[config.mk]
export PLATFORM = sky130hd
export DESIGN_NAME = cpu_run_monitor
export DESIGN_NICKNAME = d
export VERILOG_FILES = /design/src/rtl/cpu_mon_pkg.sv /design/src/rtl/cpu_halt_detect.sv /design/src/rtl/cpu_run_monitor.sv
export SDC_FILE = /design/constraint.sdc
export NUM_CORES = 1
export LEC_CHECK = 0
export ABC_AREA = 1
export BUFFER_PORTS_ARGS = -buffer_cell sky130_fd_sc_hd__buf_2
export CAP_MARGIN = 20
export CORE_ASPECT_RATIO = 2
export CORE_MARGIN = 2
export CORE_UTILIZATION = 45
export CTS_BUF_LIST = sky130_fd_sc_hd__clkbuf_8 sky130_fd_sc_hd__clkbuf_16
export CTS_CLUSTER_SIZE = 14
export DETAILED_ROUTE_END_ITERATION = 8
export GPL_ROUTABILITY_DRIVEN = 0
export PLACE_DENSITY = 0.69
export SKIP_LAST_GASP = 1
export SLEW_MARGIN = 10
export SYNTH_ARGS = -nofsm -noshare
export SYNTH_HDL_FRONTEND = slang
export SYNTH_HIERARCHICAL = 1
export SYNTH_SLANG_ARGS = --single-unit
[constraint.sdc]
create_clock -name clk -period 5.9 [get_ports clk]
set_input_delay 0.885 -clock clk [delete_from_list [all_inputs] [get_ports clk]]
set_output_delay 0.885 -clock clk [all_outputs]
set_load 0.01 [all_outputs]
[src/rtl/cpu_mon_pkg.sv]
// cpu_mon_pkg: shared state encoding, widths and helpers for the CPU run monitor.
package cpu_mon_pkg;

    localparam int REG_ADDR_W = 5;
    localparam int PC_W       = 32;
    localparam int CNT_W      = 32;
    localparam int WCNT_W     = 16;

    typedef enum logic [1:0] {
        IDLE  = 2'd0,
        RUN   = 2'd1,
        CHECK = 2'd2,
        DONE  = 2'd3
    } mon_state_e;

    // Increment that sticks at all-ones instead of wrapping.
    function automatic logic [CNT_W-1:0] sat_inc_cnt(input logic [CNT_W-1:0] v);
        return (&v) ? v : v + 1'b1;
    endfunction

endpackage

[src/rtl/cpu_halt_detect.sv]
// cpu_halt_detect: flags a halted CPU once the PC has matched its previous-cycle
// value for HALT_REPEAT consecutive enabled cycles. halted is combinational so
// the run controller reacts in the same cycle the repeat count completes.
module cpu_halt_detect
    import cpu_mon_pkg::*;
#(
    parameter int HALT_REPEAT = 3
) (
    input  logic            clk,
    input  logic            reset,
    input  logic            enable,
    input  logic [PC_W-1:0] pc,
    output logic            halted
);

    localparam int                RPT_W    = $clog2(HALT_REPEAT + 1);
    localparam logic [RPT_W-1:0]  RPT_LAST = RPT_W'(HALT_REPEAT - 1);

    logic [PC_W-1:0]  prev_pc_q;
    logic [RPT_W-1:0] rpt_q;
    logic             same_pc;

    assign same_pc = (pc == prev_pc_q);
    assign halted  = enable && same_pc && (rpt_q == RPT_LAST);

    // Track the previous PC and count consecutive unchanged cycles while enabled.
    always_ff @(posedge clk) begin
        // NOTE: state registers use <= so every flop samples pre-edge values, whatever the statement order.
        if (!reset) begin
            prev_pc_q <= '0;
            rpt_q     <= '0;
        end else begin
            prev_pc_q <= pc;
            if (!enable || !same_pc) begin
                rpt_q <= '0;
            end else if (!halted) begin
                rpt_q <= rpt_q + 1'b1;
            end
        end
    end

endmodule

[src/rtl/cpu_run_monitor.sv]
// cpu_run_monitor: arms on start, snoops register-file writes into shadow
// copies of the checked registers, stops on CPU halt or timeout, then compares
// one shadow per cycle against its expected value and reports the verdict.
// Optional feature: define CPU_MON_WRITE_COUNT_EN to build the write counter;
// otherwise write_count is tied to zero.
module cpu_run_monitor
    import cpu_mon_pkg::*;
#(
    parameter int NUM_CHECKS     = 4,
    parameter int TIMEOUT_CYCLES = 2000,
    parameter int HALT_REPEAT    = 3,
    parameter int DATA_W         = 32
) (
    input  logic                             clk,
    input  logic                             reset,
    input  logic                             start,
    input  logic [PC_W-1:0]                  pc,
    input  logic                             rf_we,
    input  logic [REG_ADDR_W-1:0]            rf_waddr,
    input  logic [DATA_W-1:0]                rf_wdata,
    input  logic [NUM_CHECKS*REG_ADDR_W-1:0] exp_addr,
    input  logic [NUM_CHECKS*DATA_W-1:0]     exp_data,
    output logic                             busy,
    output logic                             done,
    output logic                             pass,
    output logic                             timeout,
    output logic [NUM_CHECKS-1:0]            fail_mask,
    output logic [CNT_W-1:0]                 cycle_count,
    output logic [WCNT_W-1:0]                write_count
);

    localparam int               IDX_W        = (NUM_CHECKS > 1) ? $clog2(NUM_CHECKS) : 1;
    localparam logic [IDX_W-1:0] LAST_IDX     = IDX_W'(NUM_CHECKS - 1);
    localparam logic [CNT_W-1:0] TIMEOUT_LAST = CNT_W'(TIMEOUT_CYCLES - 1);

    mon_state_e            state_q, state_d;
    logic [IDX_W-1:0]      chk_idx_q;
    logic [REG_ADDR_W-1:0] exp_addr_q [NUM_CHECKS];
    logic [DATA_W-1:0]     exp_data_q [NUM_CHECKS];
    logic [DATA_W-1:0]     shadow_q   [NUM_CHECKS];
    logic [NUM_CHECKS-1:0] fail_mask_q;
    logic [CNT_W-1:0]      cycle_count_q;
    logic                  timeout_q;

    logic in_run;
    logic halted;
    logic capture;
    logic timeout_hit;
    logic rf_write_ok;

    assign in_run      = (state_q == RUN);
    // Register 0 is hard-wired zero in the CPU, so writes to it are never tracked.
    assign rf_write_ok = in_run && rf_we && (rf_waddr != '0);

    cpu_halt_detect #(
        .HALT_REPEAT (HALT_REPEAT)
    ) u_halt_detect (
        .clk    (clk),
        .reset  (reset),
        .enable (in_run),
        .pc     (pc),
        .halted (halted)
    );

    // Next-state and status decode; halt takes priority over timeout.
    always_comb begin
        // NOTE: every output gets a default first so no path through the case leaves one unassigned (no latch).
        state_d     = state_q;
        capture     = 1'b0;
        timeout_hit = 1'b0;
        busy        = 1'b0;
        unique case (state_q)
            IDLE, DONE: begin
                if (start) begin
                    capture = 1'b1;
                    state_d = RUN;
                end
            end
            RUN: begin
                busy = 1'b1;
                if (halted) begin
                    state_d = CHECK;
                end else if (cycle_count_q >= TIMEOUT_LAST) begin
                    timeout_hit = 1'b1;
                    state_d     = CHECK;
                end
            end
            CHECK: begin
                busy = 1'b1;
                if (chk_idx_q == LAST_IDX) begin
                    state_d = DONE;
                end
            end
            default: state_d = IDLE;
        endcase
        done = (state_q == DONE);
        pass = done && (fail_mask_q == '0) && !timeout_q;
    end

    // State register.
    always_ff @(posedge clk) begin
        if (!reset) begin
            state_q <= IDLE;
        end else begin
            state_q <= state_d;
        end
    end

    // Capture the check list when a run is armed.
    always_ff @(posedge clk) begin
        // NOTE: no reset here: every start reloads these before CHECK reads them, so their reset value is never observed.
        if (capture) begin
            for (int i = 0; i < NUM_CHECKS; i++) begin
                exp_addr_q[i] <= exp_addr[i*REG_ADDR_W +: REG_ADDR_W];
                exp_data_q[i] <= exp_data[i*DATA_W +: DATA_W];
            end
        end
    end

    // Shadow every checked register; one write may hit several checks.
    always_ff @(posedge clk) begin
        if (!reset || capture) begin
            for (int i = 0; i < NUM_CHECKS; i++) begin
                shadow_q[i] <= '0;
            end
        end else if (rf_write_ok) begin
            for (int i = 0; i < NUM_CHECKS; i++) begin
                if (rf_waddr == exp_addr_q[i]) begin
                    shadow_q[i] <= rf_wdata;
                end
            end
        end
    end

    // Run cycle counter, timeout flag and the per-cycle comparison walk.
    always_ff @(posedge clk) begin
        if (!reset) begin
            fail_mask_q   <= '0;
            cycle_count_q <= '0;
            timeout_q     <= 1'b0;
            chk_idx_q     <= '0;
        end else begin
            unique case (state_q)
                IDLE, DONE: begin
                    if (capture) begin
                        fail_mask_q   <= '0;
                        cycle_count_q <= '0;
                        timeout_q     <= 1'b0;
                        chk_idx_q     <= '0;
                    end
                end
                RUN: begin
                    cycle_count_q <= sat_inc_cnt(cycle_count_q);
                    chk_idx_q     <= '0;
                    if (timeout_hit) begin
                        timeout_q <= 1'b1;
                    end
                end
                CHECK: begin
                    fail_mask_q[chk_idx_q] <= (shadow_q[chk_idx_q] != exp_data_q[chk_idx_q]);
                    chk_idx_q              <= chk_idx_q + 1'b1;
                end
                default: ;
            endcase
        end
    end

`ifdef CPU_MON_WRITE_COUNT_EN
    logic [WCNT_W-1:0] write_count_q;

    // Count tracked register writes during a run, saturating at all-ones.
    always_ff @(posedge clk) begin
        if (!reset || capture) begin
            write_count_q <= '0;
        end else if (rf_write_ok && !(&write_count_q)) begin
            write_count_q <= write_count_q + 1'b1;
        end
    end

    assign write_count = write_count_q;
`else
    assign write_count = '0;
`endif

    assign fail_mask   = fail_mask_q;
    assign cycle_count = cycle_count_q;
    assign timeout     = timeout_q;

endmodule

# Word-level counts from Yosys, hierarchy flattened
# Memories as Yosys holds them, arrays and structs flattened. A register that Yosys moved wholly into a read port is not among the register bits.
# Cells that the tools add are included.
# totals
register_bits,75
ram_bits,276
inputBits,221
out_inout_bits,56
elab_cells,116
n_memories,3
# classes
n_addsub,3
magnitude_cmp,3
eq_ne,17
n_mux,52
bitwise_logic,5
reduce_logical,26
# mem_list
name,depth,width,read_ports,rd_clocked_by_memory_dff,wr,line_no,source
exp_data_q,4,32,1,1,4,cpu_run_monitor.sv:39,logic [DATA_W-1:0] exp_data_q [NUM_CHECKS];
shadow_q,4,32,1,1,4,cpu_run_monitor.sv:40,logic [DATA_W-1:0] shadow_q [NUM_CHECKS];
exp_addr_q,4,5,4,0,4,cpu_run_monitor.sv:38,logic [REG_ADDR_W-1:0] exp_addr_q [NUM_CHECKS];
# op_table
operator,count
$mux 32,6
$pmux 32 s2,1
$add 32x1->32 const B,1
$eq 32x32->1,1
$ge 32x11->1 const B,1
$ne 32x32->1,1
$reduce_and 32->1,1
$mux 1,29
$eq 5x5->1,4
$mux 2,9
$pmux 2 s3,2
$reduce_and 3->1,3
$eq 2x2->1 const B,4
$ne 2x2->1 const B,4
$pmux 4 s2,1
$logic_and 1x1->1,7
$reduce_or 2->1,3
$reduce_bool 5->1,1
$add 2x1->2 const B,2
$bwmux 4,1
$logic_not 1->1,4
$logic_not 4->1,1
$mux 4,1
$or 1x1->1,4
other kinds (12),14

# Longest topological paths before layout
# logic_depth
depth_word,7
ltp_mapped,15

# Cells and area by module
# The synthesis kept the hierarchy.
# by_module_without_submodules
mod,instances,cells_each,area_per_inst_um2,seq_area_each_um2
cpu_run_monitor,1,1417,14279.9,9148.8
cpu_halt_detect,1,242,1581.5,680.7

# Worst setup path before layout
# Ideal clock, no wire load.
# synth_path
path_kind,input -> register
start,input start
end,memory shadow_q[0][0] (enable)
t_arrival_ns,5.481
slack_ns,0.028
cell_stages,4
cell_sequence,nand2_1 > inv_1 > nor2_1 > nand2_1
# synth_lines
item,line_no,source
start: declaration,cpu_run_monitor.sv:16,"input logic start,"
end: declaration,cpu_run_monitor.sv:40,

==> results.sh <==
export IMPL_status="complete, no violations"
export IMPL_yosysUniqueCellTypes=46
export IMPL_total_power_mw=7.006
export IMPL_cts_repair_resized=0
export IMPL_stdcell_count=2402
export IMPL_rsz0062_at_grt="no"
export IMPL_vias_per_cell=4.821
export IMPL_portBuffers=260
export IMPL_seq_area_frac_synth_pct=61.97
export IMPL_routed_wl_mm=39.13
export IMPL_die_h_um=269.5
export IMPL_powerDensity_nw_per_um2=377.1
export IMPL_synthArstFlopShare_pct=0
export IMPL_synth_seq_cells=353
export IMPL_die_x_um=136.8
export IMPL_synth_ff_type="edfxtp_1"
export IMPL_fin_crit_sh_pct=48.72
export IMPL_syn2layout_area_growth_pct=17.14
export IMPL_hp_class="reg2reg"
export IMPL_synth_edf_count=276
export IMPL_ff2ff_setup_slack_ps=3070
export IMPL_netlist_area_um2=15860
export IMPL_die_area_um2=36860
export IMPL_fin_util_pct=53.34
export IMPL_p_leak_nw=8.303
export IMPL_hold_violations=0
export IMPL_num_io_pins=277
export IMPL_yosys_warnings=6
export IMPL_dr_pass1_iters=5
export IMPL_h_tree_depth=2
export IMPL_design_core_area_um2=34830
export IMPL_design_area_um2=18580
export IMPL_min_from="u_halt_detect/rpt_q[0]"
export IMPL_worst_ir_drop_vdd_mv=0.2568
export IMPL_drive_gt1_share_pct=18.34
export IMPL_ctsHoldBuffers=0
export IMPL_tritoncts="built"
export IMPL_vias=11580
export IMPL_end_kind="flop"
export IMPL_nets=2161
export IMPL_clk_pin_slew_worst_paths_ps=60
export IMPL_grt_pass1_vias=11880
export IMPL_drv_slew=0
export IMPL_rows=97
export IMPL_grt_first_pass_wirelength_mm=58.86
export IMPL_remaining_drc_errors=0
export IMPL_clock_fmax_mhz=347.9
export IMPL_insertion_delay_ps=520
export IMPL_r2r_start="state_q[0]"
export IMPL_path_max_fanout=38
export IMPL_overflow=0
export IMPL_dp_hpwl_mm=28.95
export IMPL_max_cap_viol_count=0
export IMPL_synth_area_per_cell_um2=9.561
export IMPL_clockBufferDepth=3
export IMPL_tns_ps=0
export IMPL_setup_viol=0
export IMPL_final_min_clock_period_ps=2875
export IMPL_hold_path_depth=2
export IMPL_clk_root_buffer_cell="clkbuf_16"
export IMPL_dpl_cell_count=2339
export IMPL_synth_cells=1659
export IMPL_path_class="in2reg"
export IMPL_grt_use_total_pct=21.11
export IMPL_initial_core_util_pct=45.54
export IMPL_post_dp_cell_area_um2=17540
export IMPL_cts_buffers=34
export IMPL_tightest_slew_ps=1065
export IMPL_post_drt_wl_per_cell_um=16.29
export IMPL_cts_sinks=353
export IMPL_startpoint_type="input port"
export IMPL_arrival_ps=3220
export IMPL_max_slew_margin_pct=29.02
export IMPL_post_cts_setup_buffer_count=0
export IMPL_fillers=3091
export IMPL_critPathRequiredTime_ps=6240
export IMPL_grt_max_degree=80
export IMPL_clock_skew_ps=19.63
export IMPL_ant_nets=0
export IMPL_antenna_found_initial=11
export IMPL_crit_start="reset"
export IMPL_drt_iter0_markers=621
export IMPL_reg2reg_depth=5
-- synth_stat cells, types with 3 or more instances --
library cell	n	share of area, %
nor2_2	7	0.28
o211ai_1	3	0.14
or2_2	7	0.28
a21oi_1	42	1.3
edfxtp_1	276	52
xnor2_1	41	2.3
nor4_1	5	0.20
buf_2	7	0.22
xor2_1	41	2.3
nand3_2	4	0.25
o21ai_1	7	0.22
nand3_1	48	1.5
ha_1	10	0.79
nor3_1	22	0.69
inv_1	255	6.0
o22ai_1	3	0.12
buf_6	5	0.35
nor2_1	310	7.3
clkbuf_1	19	0.45
a21oi_2	3	0.17
nand4_1	22	0.87
inv_2	6	0.14
dfxtp_1	77	9.7
nand2_1	354	8.4
o21bai_1	3	0.14
nand2_2	5	0.20
buf_4	16	0.76
o21ai_0	40	1.3
-- critical path, stage by stage --
cell	delay (ps)
buf_2	490
inv_1	520
nor2_1	530
nand2_2	510
nor2_1	240
-- cells in the final DEF, fill, tap and decap left out, types with 5 or more instances in the layout --
cell type    n
a21oi_1     42
buf_2      260
buf_4        9
clkbuf_16   36
clkinv_1     5
conb_1      16
dfxtp_1     77
diode_2      5
edfxtp_1   276
ha_1        10
inv_1      262
inv_2        6
nand2_1    354
nand2_2      5
nand3_1     48
nand4_1     22
nor2_1     310
nor2_2       7
nor3_1      22
nor4_1       5
o21ai_0     40
o21ai_1      7
or2_2        7
xnor2_1     41
xor2_1      41
-- cell families after synthesis --
logic type                 Yosys count  share of synthesized area [%]
other                                1                        0.02364
AOI/OAI and AO/OA                  105                          3.573
xor gates and xnor gates            82                          4.528
DFF                                353                          61.97
buffers and inverters              311                          8.188
adders and majority gates           10                         0.7888
and+or+nand+nor                    797                          20.93
-- per-layer routing --
layer | routed length (um) | part of all wire, % | global-route usage [%]
met5 | 67 | 0.17 | 0
met4 | 2073 | 5.3 | 11.13
met3 | 2501 | 6.4 | 4.738
met2 | 22080 | 56 | 41.95
met1 | 12410 | 32 | 18.67
-- state kept, by name, indices dropped and copies added, names as in the netlist, named ones only --
signal                   flops
exp_data_q                 128
shadow_q                   128
cycle_count                 32
u_halt_detect/prev_pc_q     32
exp_addr_q                  20
fail_mask                    4
chk_idx_q                    2
state_q                      2
u_halt_detect/rpt_q          2
timeout                      1
-- power by group --
| part | internal (mW) | switching [mW] | total, mW | leakage (nW) |
|---|---|---|---|---|
| registers | 3.36 | 0.272 | 3.63 | 3.42 |
| clock network | 1.15 | 0.910 | 2.06 | 0.529 |
| logic | 0.429 | 0.892 | 1.32 | 4.35 |
-- path summary, 6_finish.rpt --
| kind | end |
|---|---|
| worst max-delay path | shadow_q[3][24] |
| worst max register to register | exp_data_q[1][23] |
| worst min register to register | u_halt_detect/rpt_q[0] |
| worst min-delay path | u_halt_detect/rpt_q[0] |
-- stage by stage --
| stage | hold WS [ps] | setup WS, ps |
|---|---|---|
| 5_1_grt | 494.6 | 2826 |
| 3_5_place_dp | 455.9 | 2453 |
| 4_1_cts | 466.8 | 2985 |
| 2_1_floorplan | 439.7 | 28.43 |
| 6_report | 463.6 | 3025 |
| 3_3_place_gp | 447.9 | 2587 |
-- final cells by class --
| cell class | count | area, um2 | share of cell area, % |
|---|---|---|---|
| Tap cell | 445 | 556.8 | 2.997 |
| Antenna cell | 5 | 12.51 | 0.06734 |
| Sequential cell | 353 | 9829 | 52.90 |
| Timing Repair Buffer | 269 | 1369 | 7.367 |
| Multi-Input combinational cell | 1010 | 4790 | 25.78 |
| Inverter | 262 | 991.0 | 5.333 |
| Clock inverter | 22 | 131.4 | 0.7071 |
| Clock buffer | 36 | 900.9 | 4.848 |
Note: power is estimated with default switching activity, not from simulation.
